<file path="src/rtl/inst_req_scheduler_pkg.sv">
// Shared CPU types for the instruction-fetch request scheduler.
package inst_req_scheduler_pkg;

  typedef logic [31:0] virt_t;

  typedef enum logic [1:0] {
    StIdle,
    StAddr,
    StAddrFlush
  } inst_req_state_t;

  localparam int unsigned INST_REQ_MAX_OUTSTANDING_DEFAULT = 2;

endpackage

</file>
<file path="src/rtl/inst_req_scheduler_if.sv">
// ICache address/data handshake between the fetch scheduler (master) and the ICache (slave).
interface inst_req_scheduler_if;

  logic                         icache_req;
  inst_req_scheduler_pkg::virt_t icache_addr;
  logic                         icache_addr_ok;
  logic                         icache_data_ok;

  modport master (
    output icache_req,
    output icache_addr,
    input  icache_addr_ok,
    input  icache_data_ok
  );

  modport slave (
    input  icache_req,
    input  icache_addr,
    output icache_addr_ok,
    output icache_data_ok
  );

endinterface

</file>
<file path="src/rtl/inst_req_tracker.sv">
// Live/stale outstanding-pair counters; stale pairs always return ahead of live ones.
module inst_req_tracker #(
  parameter int unsigned MAX_OUTSTANDING = 2,
  parameter int unsigned CNT_W           = 3
) (
  input  logic             clk,
  input  logic             reset,
  input  logic             flush,
  input  logic             live_inc,
  input  logic             stale_inc,
  input  logic             data_ok,
  output logic [CNT_W-1:0] inflight,
  output logic [CNT_W-1:0] cancel_cnt,
  output logic             can_issue,
  output logic             resp_valid,
  output logic             drop
);

  logic [CNT_W-1:0] inflight_q, inflight_d;
  logic [CNT_W-1:0] cancel_q, cancel_d;
  logic [CNT_W:0]   occupancy;
  logic             hit_stale, hit_live;

  assign hit_stale = data_ok && (cancel_q != '0);
  assign hit_live  = data_ok && (cancel_q == '0) && (inflight_q != '0);

  assign occupancy = {1'b0, inflight_q} + {1'b0, cancel_q};
  assign can_issue = occupancy < (CNT_W + 1)'(MAX_OUTSTANDING);

  assign resp_valid = hit_live && !flush;
  assign drop       = hit_stale || (hit_live && flush);

  always_comb begin
    inflight_d = inflight_q;
    cancel_d   = cancel_q;
    if (flush) begin
      // Everything live becomes stale, including a pair whose address lands this cycle.
      inflight_d = '0;
      cancel_d   = cancel_q + inflight_q + CNT_W'(live_inc) + CNT_W'(stale_inc)
                   - CNT_W'(hit_live) - CNT_W'(hit_stale);
    end else begin
      inflight_d = inflight_q + CNT_W'(live_inc) - CNT_W'(hit_live);
      cancel_d   = cancel_q + CNT_W'(stale_inc) - CNT_W'(hit_stale);
    end
  end

  always_ff @(posedge clk) begin
    if (reset) begin
      inflight_q <= '0;
      cancel_q   <= '0;
    end else begin
      inflight_q <= inflight_d;
      cancel_q   <= cancel_d;
    end
  end

  assign inflight   = inflight_q;
  assign cancel_cnt = cancel_q;

  no_orphan_data_ok: assert property (@(posedge clk) disable iff (reset)
    !(data_ok && (inflight_q == '0) && (cancel_q == '0)));

endmodule

</file>
<file path="src/rtl/inst_req_scheduler.sv">
// Issues prefetch pairs onto the ICache handshake and drops stale returns after a flush.
// Optional perf counters are built when INST_REQ_PERF_EN is defined.
module inst_req_scheduler
  import inst_req_scheduler_pkg::*;
#(
  parameter int unsigned MAX_OUTSTANDING = INST_REQ_MAX_OUTSTANDING_DEFAULT,
  parameter int unsigned CNT_W           = 3
) (
  input  logic                       clk,
  input  logic                       reset,
  input  logic                       flush,
  input  logic                       req_valid,
  input  virt_t                      req_pc,
  input  logic                       req_ex,
  output logic                       req_ready,
  input  logic                       fq_allowin,
  inst_req_scheduler_if.master       icache,
  output logic                       resp_valid,
  output logic                       resp_ex,
  output logic                       busy,
  output logic [31:0]                perf_cancel,
  output logic [31:0]                perf_stall
);

  inst_req_state_t  state_q, state_d;
  virt_t            addr_q, addr_d;
  logic             resp_ex_q, resp_ex_d;
  logic             live_inc, stale_inc;
  logic             can_issue, issue, drop;
  logic [CNT_W-1:0] inflight, cancel_cnt;
  logic [2:0]       unused_pc_lo;

  assign unused_pc_lo = req_pc[2:0];

  inst_req_tracker #(
    .MAX_OUTSTANDING (MAX_OUTSTANDING),
    .CNT_W           (CNT_W)
  ) u_tracker (
    .clk        (clk),
    .reset      (reset),
    .flush      (flush),
    .live_inc   (live_inc),
    .stale_inc  (stale_inc),
    .data_ok    (icache.icache_data_ok),
    .inflight   (inflight),
    .cancel_cnt (cancel_cnt),
    .can_issue  (can_issue),
    .resp_valid (resp_valid),
    .drop       (drop)
  );

  assign issue = req_valid && fq_allowin && !flush && can_issue;

  always_comb begin
    state_d   = state_q;
    addr_d    = addr_q;
    resp_ex_d = 1'b0;
    req_ready = 1'b0;
    live_inc  = 1'b0;
    stale_inc = 1'b0;
    unique case (state_q)
      StIdle: begin
        if (issue && !req_ex) begin
          req_ready = 1'b1;
          addr_d    = {req_pc[31:3], 3'b000};
          state_d   = StAddr;
        end else if (issue && req_ex && (inflight == '0)) begin
          // Exception pairs wait for live pairs so completions stay in order.
          req_ready = 1'b1;
          resp_ex_d = 1'b1;
        end
      end
      StAddr: begin
        if (icache.icache_addr_ok) begin
          live_inc  = !flush;
          stale_inc = flush;
          state_d   = StIdle;
        end else if (flush) begin
          state_d = StAddrFlush;
        end
      end
      StAddrFlush: begin
        // The request stays up until accepted; the pair is already stale.
        if (icache.icache_addr_ok) begin
          stale_inc = 1'b1;
          state_d   = StIdle;
        end
      end
      default: state_d = StIdle;
    endcase
  end

  always_ff @(posedge clk) begin
    if (reset) begin
      state_q   <= StIdle;
      addr_q    <= '0;
      resp_ex_q <= 1'b0;
    end else begin
      state_q   <= state_d;
      addr_q    <= addr_d;
      resp_ex_q <= resp_ex_d;
    end
  end

  assign icache.icache_req  = (state_q != StIdle);
  assign icache.icache_addr = addr_q;
  assign resp_ex            = resp_ex_q;
  assign busy               = (inflight != '0) || (cancel_cnt != '0) || (state_q != StIdle);

`ifdef INST_REQ_PERF_EN
  logic [31:0] perf_cancel_q, perf_stall_q;

  always_ff @(posedge clk) begin
    if (reset) begin
      perf_cancel_q <= '0;
      perf_stall_q  <= '0;
    end else begin
      if (drop) begin
        perf_cancel_q <= perf_cancel_q + 32'd1;
      end
      if ((state_q != StIdle) && !icache.icache_addr_ok) begin
        perf_stall_q <= perf_stall_q + 32'd1;
      end
    end
  end

  assign perf_cancel = perf_cancel_q;
  assign perf_stall  = perf_stall_q;
`else
  logic unused_drop;

  assign unused_drop = drop;
  assign perf_cancel = '0;
  assign perf_stall  = '0;
`endif

endmodule

</file>
<file path="src/flat_wrapper.sv">
// flat-port wrapper written by rule: the top's interface ports become plain ports
module inst_req_scheduler_flat import inst_req_scheduler_pkg::*;
#(
  parameter int unsigned MAX_OUTSTANDING = INST_REQ_MAX_OUTSTANDING_DEFAULT,
  parameter int unsigned CNT_W           = 3
)
  (clk, reset, flush, req_valid, req_pc, req_ex, req_ready, fq_allowin, resp_valid, resp_ex, busy, perf_cancel, perf_stall, icache_icache_req, icache_icache_addr, icache_icache_addr_ok, icache_icache_data_ok);
  inst_req_scheduler_if icache_i ();
  input  logic clk;
  input  logic reset;
  input  logic flush;
  input  logic req_valid;
  input  virt_t req_pc;
  input  logic req_ex;
  output logic req_ready;
  input  logic fq_allowin;
  output logic resp_valid;
  output logic resp_ex;
  output logic busy;
  output logic [31:0] perf_cancel;
  output logic [31:0] perf_stall;
  output wire logic [$bits(icache_i.icache_req)-1:0] icache_icache_req;
  output wire logic [$bits(icache_i.icache_addr)-1:0] icache_icache_addr;
  input wire logic [$bits(icache_i.icache_addr_ok)-1:0] icache_icache_addr_ok;
  input wire logic [$bits(icache_i.icache_data_ok)-1:0] icache_icache_data_ok;
  assign icache_icache_req = icache_i.icache_req;
  assign icache_icache_addr = icache_i.icache_addr;
  assign icache_i.icache_addr_ok = icache_icache_addr_ok;
  assign icache_i.icache_data_ok = icache_icache_data_ok;
  inst_req_scheduler #(.MAX_OUTSTANDING(MAX_OUTSTANDING), .CNT_W(CNT_W)) u_core (.clk(clk), .reset(reset), .flush(flush), .req_valid(req_valid), .req_pc(req_pc), .req_ex(req_ex), .req_ready(req_ready), .fq_allowin(fq_allowin), .icache(icache_i), .resp_valid(resp_valid), .resp_ex(resp_ex), .busy(busy), .perf_cancel(perf_cancel), .perf_stall(perf_stall));
endmodule
</file>
<file path="config.mk">
export PLATFORM = sky130hd
export DESIGN_NAME = inst_req_scheduler_flat
export DESIGN_NICKNAME = d
export VERILOG_FILES = /design/src/rtl/inst_req_scheduler_pkg.sv /design/src/rtl/inst_req_scheduler_if.sv /design/src/rtl/inst_req_tracker.sv /design/src/rtl/inst_req_scheduler.sv /design/src/flat_wrapper.sv
export SDC_FILE = /design/constraint.sdc
export NUM_CORES = 1
export LEC_CHECK = 0
export ABC_AREA = 0
export CORE_ASPECT_RATIO = 1.2
export CORE_MARGIN = 2
export CORE_UTILIZATION = 41
export DETAILED_ROUTE_END_ITERATION = 7
export GPL_TIMING_DRIVEN = 0
export PLACE_DENSITY_LB_ADDON = 0.15
export SYNTH_ARGS = -nofsm -noshare
export SYNTH_HDL_FRONTEND = slang
export SYNTH_HIERARCHICAL = 1
export SYNTH_SLANG_ARGS = --single-unit
export TNS_END_PERCENT = 1
</file>
<file path="constraint.sdc">
create_clock -name clk -period 9.1 [get_ports clk]
set_input_delay 2.275 -clock clk [delete_from_list [all_inputs] [get_ports clk]]
set_output_delay 2.275 -clock clk [all_outputs]
set_load 0.05 [all_outputs]
</file>
# Yosys cells after proc, flatten, opt, wreduce, memory -nomap -nowiden
# Index checks and enable logic that the tools add are counted.
[word_totals]
reg_bits = 38
input_bits = 40
out_inout_bits = 101
word_cells = 60
[classes]
add_sub_neg = 10
n_lt_le_gt_ge = 1
n_eq_ne = 5
mux = 14
bitwise = 1
n_reduce_logical = 24
[op_table]
columns = ["op", "count"]
rows = [
  ["$add A3 B1 Y3", 4],
  ["$sub A3 B1 Y3", 4],
  ["$logic_and A1 B1 Y1", 10],
  ["$mux W2", 4],
  ["$mux W1", 7],
  ["$logic_not A3 Y1", 2],
  ["$pmux W2 S3", 1],
  ["$reduce_bool A3 Y1", 2],
  ["$add A3 B3 Y4", 1],
  ["$lt A4 B2 Y1 const B", 1],
  ["$add A3 B3 Y3", 1],
  ["$mux W3", 1],
  ["$ne A3 B3 Y1 const B", 1],
  ["$reduce_and A3 Y1", 1],
  ["$reduce_or A3 Y1", 1],
  ["$eq A2 B1 Y1 const B", 1],
  ["$eq A2 B2 Y1 const B", 1],
  ["$logic_not A1 Y1", 2],
  ["$logic_not A2 Y1", 1],
  ["$logic_or A1 B1 Y1", 2],
  ["$ne A2 B1 Y1 const B", 1],
  ["$ne A2 B2 Y1 const B", 1],
  ["$pmux W1 S2", 1],
  ["$reduce_and A2 Y1", 1],
  ["3 further kinds", 3],
]

# Logic depth before layout (Yosys ltp)
[depth]
depth_word = 8
depth_mapped = 13
ltp_nobuf = 13

# By module
# The synthesis kept the hierarchy.
[modules_own_cells]
columns = ["mod", "n_inst", "cells_per_inst", "area_each_um2"]
rows = [
  ["inst_req_scheduler", 1, 228, 1760.4],
  ["inst_req_tracker", 1, 64, 600.6],
]

# Worst setup path before layout
# OpenSTA, ideal clock, no wires.
[synth_timing]
path_kind = "input to output"
startpoint = "input req_ex"
endpoint = "output req_ready"
arrival_time_ns = 3.300
path_slack_ns = 3.525
cell_stages = 2
n_path_buf = 0
path_cell_list = "or2b_1 a21oi_1"
[synth_between]
elab_chain_cells = 5
word_cells_on_any_way = 7
cone_classes = "mux (3); reduce/logical (4)"
[synth_rtl]
columns = ["element", "line_no", "source"]
rows = [
  ["start, declared", "flat_wrapper.sv:14", "input logic req_ex;"],
  ["$logic_and A1 B1 Y1 (2 in series)", "inst_req_scheduler.sv:67", "end else if (issue && req_ex && (inflight == '0)) begin"],
  ["$mux W1", "inst_req_scheduler.sv:67", ""],
  ["$mux W1 *", "inst_req_scheduler.sv:63", "if (issue && !req_ex) begin"],
  ["$mux W1 *", "inst_req_scheduler.sv:61", "unique case (state_q)"],
  ["end, declared", "flat_wrapper.sv:15", "output logic req_ready;"],
]
# Every way passes the cells marked *; elsewhere a longest branch is shown, timed or not.

# Worst setup path after layout
[layout_timing]
startpoint = "input flush"
endpoint = "output req_ready"
[layout_between]
elab_chain_cells = 8
word_cells_on_any_way = 9
cone_classes = "mux (3); reduce/logical (6)"
[layout_rtl]
columns = ["element", "line_no", "source"]
rows = [
  ["start, declared", "flat_wrapper.sv:11", "input logic flush;"],
  ["$logic_not A1 Y1 *", "inst_req_scheduler.sv:52", "assign issue = req_valid && fq_allowin && !flush && can_issue;"],
  ["$logic_and A1 B1 Y1 * (2 in series)", "inst_req_scheduler.sv:52", ""],
  ["$logic_and A1 B1 Y1 (2 in series)", "inst_req_scheduler.sv:67", ""],
  ["$mux W1", "inst_req_scheduler.sv:67", ""],
  ["$mux W1 *", "inst_req_scheduler.sv:63", ""],
  ["$mux W1 *", "inst_req_scheduler.sv:61", ""],
]
# Marks and branches as above.

==> summary.md <==
| Metric | Value |
|---|---|
| Mapped Cells | `291` |
| Grt ovf | `0` |
| Cts repair resizes | `0` |
| CTS H-tree lvls | `2` |
| Status | `complete, no violations` |
| Clock latency on the worst-skew pair | `0.29 ns` |
| Number of global-route vias before repair | `1,742` |
| Kind of cell adding the most delay to the critical path | `buffers and inverters` |
| DR pass1 iterations | `4` |
| CP dominant cell by count | `clkdlybuf4s50_1` |
| Number of diodes | `0` |
| Cell leakage power | `0.00163 uW` |
| Clock Pin Slew Worst Setup and Hold Paths | `roughly 0.070 ns` |
| Num ports | `141` |
| First-pass GRT wire length | `7.89 mm` |
| HPWL after DPL | `4.11 mm` |
| Post-layout min period | `~6.5 ns` |
| CTS Sinks | `38` |
| Clock Skew | `0.00915 ns` |
| Max-cap violations | `0` |
| Crit. End Element | `primary output` |
| Crit share post-route | `71.4%` |
| CP max stage cell | `clkdlybuf4s50_1` |
| Worst Setup Path Type | `input port to primary output` |
| Clock Path Buffers | `2` |
| # port buffers | `70` |
| FF-to-FF path depth | `13` |
| RR Endpoint | `u_core/u_tracker/cancel_cnt[2]$_SDFF_PP0_` |
| Post-route DRC | `0` |
| Total GRT Usage | `15.7%` |
| Synthesized area | `2350 um2` |
| Hold EP | `u_core/icache.icache_addr[5]$_SDFFE_PP0P_` |
| Setup Buffers After CTS | `0` |
| Reg-to-reg startpoint | `u_core/state_q[0]$_SDFFE_PP0P_` |
| Worst path buffer plus inverter count | `2` |
| # fillers | `around 530` |
| Slew HR | `between 60 and 70%` |
| Non-Filler Instances | `around 500` |
| Global placement routability congestion | `0.829` |
| Register area | `761 um2` |
| Initial antenna violation count | `0` |
| Hold_sp | `u_core/icache.icache_addr[5]$_SDFFE_PP0P_` |
| Max Clock Freq | `154 MHz` |
| Die area | `6360 um2` |
| R2R setup slack | `just under 6 ns` |
| Sum of negative setup slack | `0 ns` |
| # setup viols final | `0` |
| CP Launch Type | `input port` |
| Largest net degree at the start of global routing | `14` |
| Num rows | `30` |
| DR WL/cell | `10.1 um` |
| CTS tree | `done` |
| Vias | `2,038` |
| P per Cell Area | `191 nW/um2` |
| Hold Fails Final Rpt | `0` |
| CTS Buf Count | `5` |
| Worst hold path class | `flop to flop` |
| Dpl cells | `491` |
| Cells on Worst Hold Path | `2` |
| CP max FO | `9` |
| Via density | `4.08` |
| Die Ht | `about 87 um` |
| Slew Limit Fails | `0` |
| Total Wirelength | `5.03 mm` |
| Worst path max stage delay | `approximately 0.82 ns` |
| Core Area | `roughly 5600 um2` |
| VDD IR-drop max | `0.000167 V` |
| Die Wd | `73.2 um` |
| Layout net count | `493` |
| Avg Inst Size Synth | `8.09 um2` |
| Layout cells sized above 1 | `between 10% and 20%` |
| Required @ worst endpoint | `just under 7 ns` |
| Root Driver | `clkbuf_8` |
| Area Overhead vs Synth | `49.5%` |
| Worst EP arrival | `4.22 ns` |
| Initial core utilization | `roughly 42%` |
| Multi-input logic area | `1220 um2` |
| Antenna-violating nets left | `0` |
| RSZ-0062 raised after global routing | `false` |
| 1st-iter DRT viols | `between 60 and 70` |
| Worst slew pin tran | `0.530 ns` |
| Synth warn | `6` |
| Post-CTS Hold Buffers | `0` |
| CP cell instances | `clkdlybuf4s50_1, nand4b_1, a21oi_1, clkdlybuf4s50_1` |
-- stage by stage --
step	area, um2	util [%]	total power, uW	hold WS, ns	worst slack (ns)
final	3520	62.9	673	0.454	2.60
after global routing	3520	62.9	716	0.470	2.44
after CTS	3520	62.9	679	0.456	2.57
after detailed placement	3380	60.5	507	0.445	2.58
after global placement	3380	60.5	500	0.441	2.59
after floorplan	2600	-	435	0.510	3.52
-- final cells by class --
type | count | share of cell area (%)
buffer | 77 | 15.6
clock inverter | 3 | 1.96
tap | 64 | 2.28
timing repair buffer | 70 | 19.9
sequential | 38 | 21.6
clock buffer | 5 | 1.96
multi-input combinational | 222 | 34.6
inverter | 20 | 2.13
-- worst max path at each step --
| stage | startpoint | endpoint | slack, ns | depth (start not counted) |
|---|---|---|---|---|
| after global placement | flush | req_ready | 2.59 | 4 |
| after global routing | flush | req_ready | 2.44 | 4 |
| final | flush | req_ready | 2.60 | 4 |
| after CTS | flush | req_ready | 2.57 | 4 |
| after floorplan | req_ex | req_ready | 3.52 | 2 |
| after detailed placement | flush | req_ready | 2.58 | 4 |
-- layer usage --
| metal | vias to the layer above | share of wire, % | global-route usage (%) |
|---|---|---|---|
| met5 | - | 0 | 0 |
| met2 | 78 | 50 | 27.4 |
| met1 | 887 | 42 | 18.8 |
| li1 | 1071 | - | - |
| met3 | 2 | 7.7 | 4.05 |
| met4 | 0 | 0.62 | 4.71 |
-- placed cells by master, fill, tap and decap left out, types with 2 or more instances in the layout --
cell type        instances
bufinv_16                2
clkdlybuf4s50_1         70
xor2_1                   2
a21oi_1                 33
xnor2_1                  5
nor2_1                  10
nor3_1                   2
clkbuf_8                 5
nor2b_1                  2
o31ai_1                  2
dfxtp_1                 38
nand4b_1                 2
buf_4                   68
inv_1                   20
clkbuf_1                 6
buf_2                    3
or2_1                    3
fa_1                     6
ha_1                    13
nand2_1                 59
conb_1                  67
or4_1                    2
-- worst min-delay path, cell delays in order, from the launching register on --
cell,delay (ns)
dfxtp_1,0.31
nand2_1,0.05
a21oi_1,0.05
-- power breakdown --
part	leakage (uW)	internal, uW	switching, uW	total (uW)
sequential	0.000307	180	14.9	195
clock	0.0000683	110	61.1	171
combinational	0.00125	116	192	307
total	0.00163	405	268	673
-- registers in the layout, summed over array words and instances (netlist names) --
| register | flops |
|---|---|
| u_core/icache.icache_addr | 29 |
| u_core/u_tracker/cancel_cnt | 3 |
| u_core/u_tracker/inflight | 3 |
| u_core/state_q | 2 |
| u_core/resp_ex | 1 |
No activity file was read; power rests on OpenSTA's default activity.
